## src/rtl/pc_unit_if.sv

```systemverilog
// Fetch-PC control/status bundle between the NPC/branch logic and pc_unit.
// The master drives the control-flow requests; the slave (pc_unit) returns the fetch address.
interface pc_unit_if #(
    parameter int unsigned WIDTH = 32
);
    logic             en;
    logic             redir_valid;
    logic [WIDTH-1:0] redir_target;
    logic             exc_valid;
    logic             eret_valid;
    logic [WIDTH-1:0] eret_target;
    logic [WIDTH-1:0] pc;
    logic [WIDTH-1:0] pc_plus4;
    logic             pc_valid;
    logic             pend_valid;
    logic             pc_misalign;

    modport master (
        output en, redir_valid, redir_target, exc_valid, eret_valid, eret_target,
        input  pc, pc_plus4, pc_valid, pend_valid, pc_misalign
    );

    modport slave (
        input  en, redir_valid, redir_target, exc_valid, eret_valid, eret_target,
        output pc, pc_plus4, pc_valid, pend_valid, pc_misalign
    );
endinterface

```

## src/rtl/pc_unit.sv

```systemverilog
// Fetch-stage program counter: sequential stepping, exception vector / return and
// branch redirect in fixed priority, with a one-deep buffer for redirects seen while stalled.
// Optional macro PC_ALIGN_CHK_EN: when defined, targets load unmodified and pc_misalign
// reports |pc[1:0]; when undefined, target bits [1:0] are cleared and pc_misalign is 0.
module pc_unit #(
    parameter int unsigned      WIDTH     = 32,
    parameter logic [WIDTH-1:0] RESET_VEC = WIDTH'(32'h0000_3000),
    parameter logic [WIDTH-1:0] EXC_VEC   = WIDTH'(32'h0000_4180),
    parameter int unsigned      STEP      = 4
) (
    input logic       clk,
    input logic       reset,
    pc_unit_if.slave  bus
);

    localparam logic [1:0] ST_BOOT = 2'd0;
    localparam logic [1:0] ST_RUN  = 2'd1;
    localparam logic [1:0] ST_PEND = 2'd2;

    logic [1:0]       state_q, state_d;
    logic [WIDTH-1:0] pc_q, pc_d;
    logic [WIDTH-1:0] pend_q, pend_d;

    function automatic logic [WIDTH-1:0] align(input logic [WIDTH-1:0] a);
`ifdef PC_ALIGN_CHK_EN
        return a;
`else
        return {a[WIDTH-1:2], 2'b00};
`endif
    endfunction

    // Next-state / next-PC selection in priority order: exc, eret, redirect, pending, step, stall.
    always_comb begin
        state_d = state_q;
        pc_d    = pc_q;
        pend_d  = pend_q;
        if (state_q == ST_BOOT) begin
            state_d = ST_RUN;
        end else if (bus.exc_valid) begin
            pc_d    = EXC_VEC;
            pend_d  = '0;
            state_d = ST_RUN;
        end else if (bus.eret_valid) begin
            pc_d    = align(bus.eret_target);
            pend_d  = '0;
            state_d = ST_RUN;
        end else if (bus.en && bus.redir_valid) begin
            pc_d    = align(bus.redir_target);
            pend_d  = '0;
            state_d = ST_RUN;
        end else if (bus.en && state_q == ST_PEND) begin
            pc_d    = pend_q;
            pend_d  = '0;
            state_d = ST_RUN;
        end else if (bus.en) begin
            pc_d    = pc_q + WIDTH'(STEP);
        end else if (bus.redir_valid) begin
            pend_d  = align(bus.redir_target);
            state_d = ST_PEND;
        end
    end

    // State, PC and pending-target registers with synchronous reset.
    always_ff @(posedge clk) begin
        if (reset) begin
            state_q <= ST_BOOT;
            pc_q    <= RESET_VEC;
            pend_q  <= '0;
        end else begin
            state_q <= state_d;
            pc_q    <= pc_d;
            pend_q  <= pend_d;
        end
    end

`ifdef PC_ALIGN_CHK_EN
    logic misalign_q;

    // Misalignment flag registered alongside the PC it describes.
    always_ff @(posedge clk) begin
        if (reset) begin
            misalign_q <= 1'b0;
        end else begin
            misalign_q <= |pc_d[1:0];
        end
    end

    assign bus.pc_misalign = misalign_q;
`else
    assign bus.pc_misalign = 1'b0;
`endif

    assign bus.pc         = pc_q;
    assign bus.pc_plus4   = pc_q + WIDTH'(STEP);
    assign bus.pc_valid   = (state_q != ST_BOOT);
    assign bus.pend_valid = (state_q == ST_PEND);

endmodule

```

## src/flat_wrapper.sv

```systemverilog
// flat-port wrapper written by rule: the top's interface ports become plain ports
module pc_unit_flat 
#(
    parameter int unsigned      WIDTH     = 32,
    parameter logic [WIDTH-1:0] RESET_VEC = WIDTH'(32'h0000_3000),
    parameter logic [WIDTH-1:0] EXC_VEC   = WIDTH'(32'h0000_4180),
    parameter int unsigned      STEP      = 4
)
  (clk, reset, bus_en, bus_redir_valid, bus_redir_target, bus_exc_valid, bus_eret_valid, bus_eret_target, bus_pc, bus_pc_plus4, bus_pc_valid, bus_pend_valid, bus_pc_misalign);
  pc_unit_if #(.WIDTH(WIDTH)) bus_i ();
  input logic clk;
  input logic reset;
  input wire logic [$bits(bus_i.en)-1:0] bus_en;
  input wire logic [$bits(bus_i.redir_valid)-1:0] bus_redir_valid;
  input wire logic [$bits(bus_i.redir_target)-1:0] bus_redir_target;
  input wire logic [$bits(bus_i.exc_valid)-1:0] bus_exc_valid;
  input wire logic [$bits(bus_i.eret_valid)-1:0] bus_eret_valid;
  input wire logic [$bits(bus_i.eret_target)-1:0] bus_eret_target;
  output wire logic [$bits(bus_i.pc)-1:0] bus_pc;
  output wire logic [$bits(bus_i.pc_plus4)-1:0] bus_pc_plus4;
  output wire logic [$bits(bus_i.pc_valid)-1:0] bus_pc_valid;
  output wire logic [$bits(bus_i.pend_valid)-1:0] bus_pend_valid;
  output wire logic [$bits(bus_i.pc_misalign)-1:0] bus_pc_misalign;
  assign bus_i.en = bus_en;
  assign bus_i.redir_valid = bus_redir_valid;
  assign bus_i.redir_target = bus_redir_target;
  assign bus_i.exc_valid = bus_exc_valid;
  assign bus_i.eret_valid = bus_eret_valid;
  assign bus_i.eret_target = bus_eret_target;
  assign bus_pc = bus_i.pc;
  assign bus_pc_plus4 = bus_i.pc_plus4;
  assign bus_pc_valid = bus_i.pc_valid;
  assign bus_pend_valid = bus_i.pend_valid;
  assign bus_pc_misalign = bus_i.pc_misalign;
  pc_unit #(.WIDTH(WIDTH), .RESET_VEC(RESET_VEC), .EXC_VEC(EXC_VEC), .STEP(STEP)) u_core (.clk(clk), .reset(reset), .bus(bus_i));
endmodule
```

## config.mk

```make
export PLATFORM = sky130hd
export DESIGN_NAME = pc_unit_flat
export DESIGN_NICKNAME = d
export VERILOG_FILES = /design/src/rtl/pc_unit_if.sv /design/src/rtl/pc_unit.sv /design/src/flat_wrapper.sv
export SDC_FILE = /design/constraint.sdc
export NUM_CORES = 1
export LEC_CHECK = 0
export ABC_AREA = 0
export BUFFER_PORTS_ARGS = -buffer_cell sky130_fd_sc_hd__buf_2
export CAP_MARGIN = 20
export CORE_AREA = 4 4 94 96
export CTS_CLUSTER_SIZE = 16
export DETAILED_ROUTE_END_ITERATION = 8
export DIE_AREA = 0 0 98 100
export MAX_ROUTING_LAYER = met4
export PLACE_DENSITY = 0.79
export RECOVER_POWER = 100
export SYNTH_ARGS = -nofsm -noshare
export SYNTH_HDL_FRONTEND = slang
export SYNTH_SLANG_ARGS = --single-unit
```

## constraint.sdc

```tcl
create_clock -name clk -period 2.1 [get_ports clk]
set_input_delay 0 -clock clk [delete_from_list [all_inputs] [get_ports clk]]
set_output_delay 0 -clock clk [all_outputs]
set_load 0.005 [all_outputs]
```

# Yosys cells after proc, flatten, opt, wreduce, memory -nomap -nowiden
# Index checks and enable logic that the tools add are counted.
classes:
  n_addsub: 1
  multipliers: 0
  div: 0
  order_cmp: 0
  n_eq_ne: 3
  shifts: 0
  n_mux: 18
  n_bitwise: 2
  n_reduce_logical: 12
ops:
  columns: ["cell", "n"]
  rows:
  - ["$mux 32", 11]
  - ["$add 32x3->32 const B", 1]
  - ["$reduce_bool 5->1", 2]
  - ["$mux 1", 7]
  - ["$ne 6x1->1 const B", 1]
  - ["$reduce_and 2->1", 3]
  - ["$reduce_bool 6->1", 1]
  - ["$reduce_or 6->1", 1]
  - ["$ne 5x1->1 const B", 1]
  - ["$reduce_and 3->1", 1]
  - ["$eq 2x2->1 const B", 1]
  - ["$logic_and 1x1->1", 2]
  - ["$logic_not 2->1", 1]
  - ["$not 1->1", 2]
  - ["$reduce_bool 2->1", 1]
totals:
  ff_bits: 66
  latchBits: 0
  ramBits: 0
  rom_bits: 0
  n_memories: 0

# Longest topological paths before layout
logic_depth:
  word_depth: 7
  depth_mapped: 8
  depth_no_buf: 6

# Worst setup path after synthesis
# Ideal clock, no wire load.
synth_path:
  path_kind: "register -> register"
  start: "reg u_core.pc_q[2] (netlist: u_core.bus.pc[2])"
  end: "reg u_core.pc_q[22] (netlist: u_core.bus.pc[22])"
  arrival_time_ns: 1.852
  slack_ns: 0.131
  path_stages_with_launch: 7
  n_path_buf: 0
  synth_period_minus_slack_ns: 1.969
  cell_sequence: "dfxtp_1 -> ha_1 -> nand3_1 -> or4_4 -> o21ai_0 -> nand3_1 -> a32o_1"
synth_between:
  elab_chain_cells: 6
synth_lines:
  columns: ["item", "line_no", "rtl"]
  rows:
  - ["start, declared", "pc_unit.sv:21", "logic [WIDTH-1:0] pc_q, pc_d;"]
  - ["start signal, assigned", "pc_unit.sv:71", "pc_q <= pc_d;"]
  - ["$add 32x3->32", "pc_unit.sv:56", "pc_d = pc_q + WIDTH'(STEP);"]
  - ["$mux 32", "pc_unit.sv:55", "end else if (bus.en) begin"]
  - ["$mux 32", "pc_unit.sv:51", "end else if (bus.en && state_q == ST_PEND) begin"]
  - ["$mux 32", "pc_unit.sv:47", "end else if (bus.en && bus.redir_valid) begin"]
  - ["$mux 32", "pc_unit.sv:43", "end else if (bus.eret_valid) begin"]
  - ["$mux 32", "pc_unit.sv:39", "end else if (bus.exc_valid) begin"]
# No other way between the ends. The select of a mux whose other input is x is not followed.
# A chain may end at the register's enable or synchronous reset.

# Final worst setup path
layout_path:
  start: "reg u_core.pc_q[9] (netlist: u_core.bus.pc[9])"
  end: "out bus_pc_plus4[20]"
layout_between:
  elab_chain_cells: 1
layout_lines:
  columns: ["item", "line_no", "rtl"]
  rows:
  - ["$add 32x3->32", "pc_unit.sv:94", "assign bus.pc_plus4 = pc_q + WIDTH'(STEP);"]
  - ["end, declared", "flat_wrapper.sv:20", "output wire logic [$bits(bus_i.pc_plus4)-1:0] bus_pc_plus4;"]
# No other way between the ends.

==> impl_metrics.ini <==
[drt]
vias = 5079
wl_per_cell_um = 18.4
vias_per_cell = 6.19
antenna_violating_nets_post_route = 0
totalWireLength_um = 15100
drtPass1Iterations = 5
met1_length_um = 6190
dr_wl_met2_um = 6660
post-route-drc-count = 0
wl_met3_um = 1810
route.top_layer_used = met4
detail_route.iter0.violations = 660

[final_layout]
commonest_cells_after_routing_fill_and_taps_aside = buf_2, nor2_1, dfxtp_1, buf_4, nand2_1
flow.area_growth_from_synthesis_pct = 41.3
nNetsFinal = 782
layout-drive-gt1-share_pct = 31.4
n_antenna_cell = 0
layout_commonest_cell = buf_2

[worst_hold_path]
hold_path_end = u_core.bus.pc[17]
hp-class = in2reg
timing.hold.worst.start = bus_eret_target[17]
holdPathStages = 3

[logic_synthesis]
ys_top_cells_by_area = dfxtp_1, nor2_1, a22oi_1
synth-seq-cells = 62
synth_seq_area_share_pct = 31.1
combined_area_of_all_synthesized_cells_um2 = 3990
synth-edff-count = 0
syn_avg_cell_area_um2 = 7.52
yosys.cell_types.count = 64
syn_inst_count = 530
synth_top_area_share_pct = 31.1
synth.yosys.warnings = 0
yosys.area.top_type = dfxtp_1
ys_async_sr_fraction_pct = 0
synthFlopType = dfxtp_1

[sta]
timing.final.max_slew_violations = 0
fin_ws_ns = 0.0281
setup_tns_ns = 0
setup_viol = 0
timing.final.crit_period_ns = 2.07
timing_hold_violations_final = 0
worst_clock_skew_ns = 0.00628
worst_slew_pin_slew_ns = 0.556
clock.fmax_mhz = 483
grt_setup_unrepaired = yes
post-route-period-util_pct = 98.7
worst_slew_margin_rel_pct = 62.6

[placement]
globalplace.congestion = 1.02
io_buffer_count = 127
pre_cts_slack_ns = 0.0839
dp.final_hpwl_um = 10700

[status]
outcome = finished, final reports clean

[global_routing]
global_route.overflow_total = 0
largest_net_degree_at_the_start_of_global_routing = 47
grt_pass1_vias = 4545
grt_antenna_before_repair = 0
track_usage_pct = 30.9
first_pass_grt_wire_length_um = 23800

[setup_path]
crit_path_max_incr_delay_ns = 0.60
critPathSlowestCell = or4_4
critPathTopFamily = simple AND/OR/NAND/NOR gates
crit_path_cell_trace = nand4_4 > or4_4 > or3_4 > nand2_1 > buf_2
endpoint_kind = primary output
worst_ep_required_time_ns = 2.10
cp_data_arrival_time_ns = 2.07
r2r_slack_ns = 0.12
cp-start-kind = flip-flop
timing_worst_setup_path_type = reg2out
r2r_start = u_core.state_q[0]
worst-path-buf-inv = 1
crit_path_max_fanout = 6
r2r_cells = 5
rr_endpoint = u_core.bus.pc[29]

[floorplanning]
design.core.area_um2 = 8050
ios = 137
floorplan.die_area_um2 = 9800
fp-row-count = 33
fp.dieW_um = 98
die_h_um = 100
floorplan.initialDensity_pct = 49.5

[clock_network]
cts_made_buffers = 9
cts.sinks = 62
tritoncts = done
htreeDepth = 3
ctsRootBufferMaster = clkbuf_8
cts.path.max_buffers = 2
path_clk_slew_ns = 0.08
clk_latency_ns = 0.34

[power_and_ir_drop]
power.static_leakage_nw = 2.39
pwrdens_nw_per_um2 = 524
design_power_total_w = 0.00295
ir_drop_worst_vdd_mv = 0.513

[run]
max_cap_violations = 0
-- area by class of cell --
| type | count | area [um^2] |
|---|---|---|
| inverter | 9 | 33.8 |
| fill | 667 | 2420 |
| multi-input combinational | 415 | 2600 |
| sequential | 62 | 1260 |
| timing repair buffer | 214 | 1410 |
| clock inverter | 7 | 75.1 |
| clock buffer | 9 | 124 |
| tap | 105 | 131 |
-- Yosys cell counts (5+ instances only) --
library cell,number
nand2b_1,5
o21a_1,6
nor2_1,69
a22oi_1,31
o22ai_1,9
clkbuf_1,33
and3_1,6
nand3_1,18
dfxtp_1,62
a31oi_1,6
xnor2_1,22
nand4_1,12
buf_2,6
nand2_1,43
inv_1,8
nor3_1,22
a21oi_1,22
o31ai_1,8
o21ai_0,31
a211oi_1,19
buf_4,6
-- worst register-to-register path: stages, from the launching register on --
cell and delay (ns):
dfxtp_2 0.40, o21bai_1 0.12, or2_0 0.37, or4_4 0.62, a311oi_1 0.29, a211o_1 0.14
-- worst max path at each step --
stage	slack (ns)	start	endpoint	cells past startpoint
after floorplan	0.13	u_core.bus.pc[2]	u_core.bus.pc[22]	6
after global placement	0.15	u_core.bus.pc[2]	u_core.bus.pc[22]	6
after detailed placement	0.08	u_core.bus.pc[2]	u_core.bus.pc[22]	6
after CTS	0.01	u_core.bus.pc[2]	bus_pc_plus4[20]	6
after global routing	-0.05	u_core.bus.pc[3]	bus_pc_plus4[23]	6
final	0.03	u_core.bus.pc[9]	bus_pc_plus4[20]	5
-- per-stage QoR --
stage / instances / cell area (um^2) / util [%] / hold WS (ns)
5_1_grt: 821 / 5630 / 70.0 / 0.0346
2_1_floorplan: 534 / 4000 / - / 0.143
3_3_place_gp: 757 / 4870 / 60.5 / 0.252
3_5_place_dp: 757 / 4870 / 60.5 / 0.253
6_report: 821 / 5630 / 70.0 / 0.0145
4_1_cts: 816 / 5540 / 68.8 / 0.00584
-- report_power, final --
group          internal [W]  total (W)  switching [W]  leakage [nW]
combinational      0.000282   0.000623       0.000341          1.79
sequential          0.00122    0.00126      0.0000418         0.508
clock              0.000549    0.00107       0.000522        0.0914
-- sequential cells by signal, summed over array words and instances, names as in the netlist --
register,count
u_core.pend_q,30
u_core.state_q,2
u_core.bus.pc,30
-- cells by family (layout without fill, tap and decap cells) --
logic type | count (synthesis) | count (layout) | synth area share, %
other | 1 | 5 | 0.0941
and+or+nand+nor | 212 | 212 | 27.0
adders and majority gates | 1 | 1 | 0.314
xor gates and xnor gates | 25 | 25 | 5.49
DFF | 62 | 62 | 31.1
muxes | 1 | 1 | 0.251
buffers and inverters | 57 | 239 | 6.31
AOI/OAI and AO/OA | 171 | 171 | 29.4
-- metal layers --
metal,vias to the layer above,track usage [%]
met3,52,6.32
met4,0,7.88
li1,2322,-
met2,380,45.9
met5,-,-
met1,2325,42.9
-- timing repair --
item | in CTS | in global routing
endpoints found under the hold margin | 39 | 0
setup buffers | 4 | 5
pin swaps | 2 | 8
setup endpoints to repair | 8 | 16
hold buffers | 39 | 0
gates resized for setup | 13 | 19
Note: power is estimated with default switching activity, not from simulation.
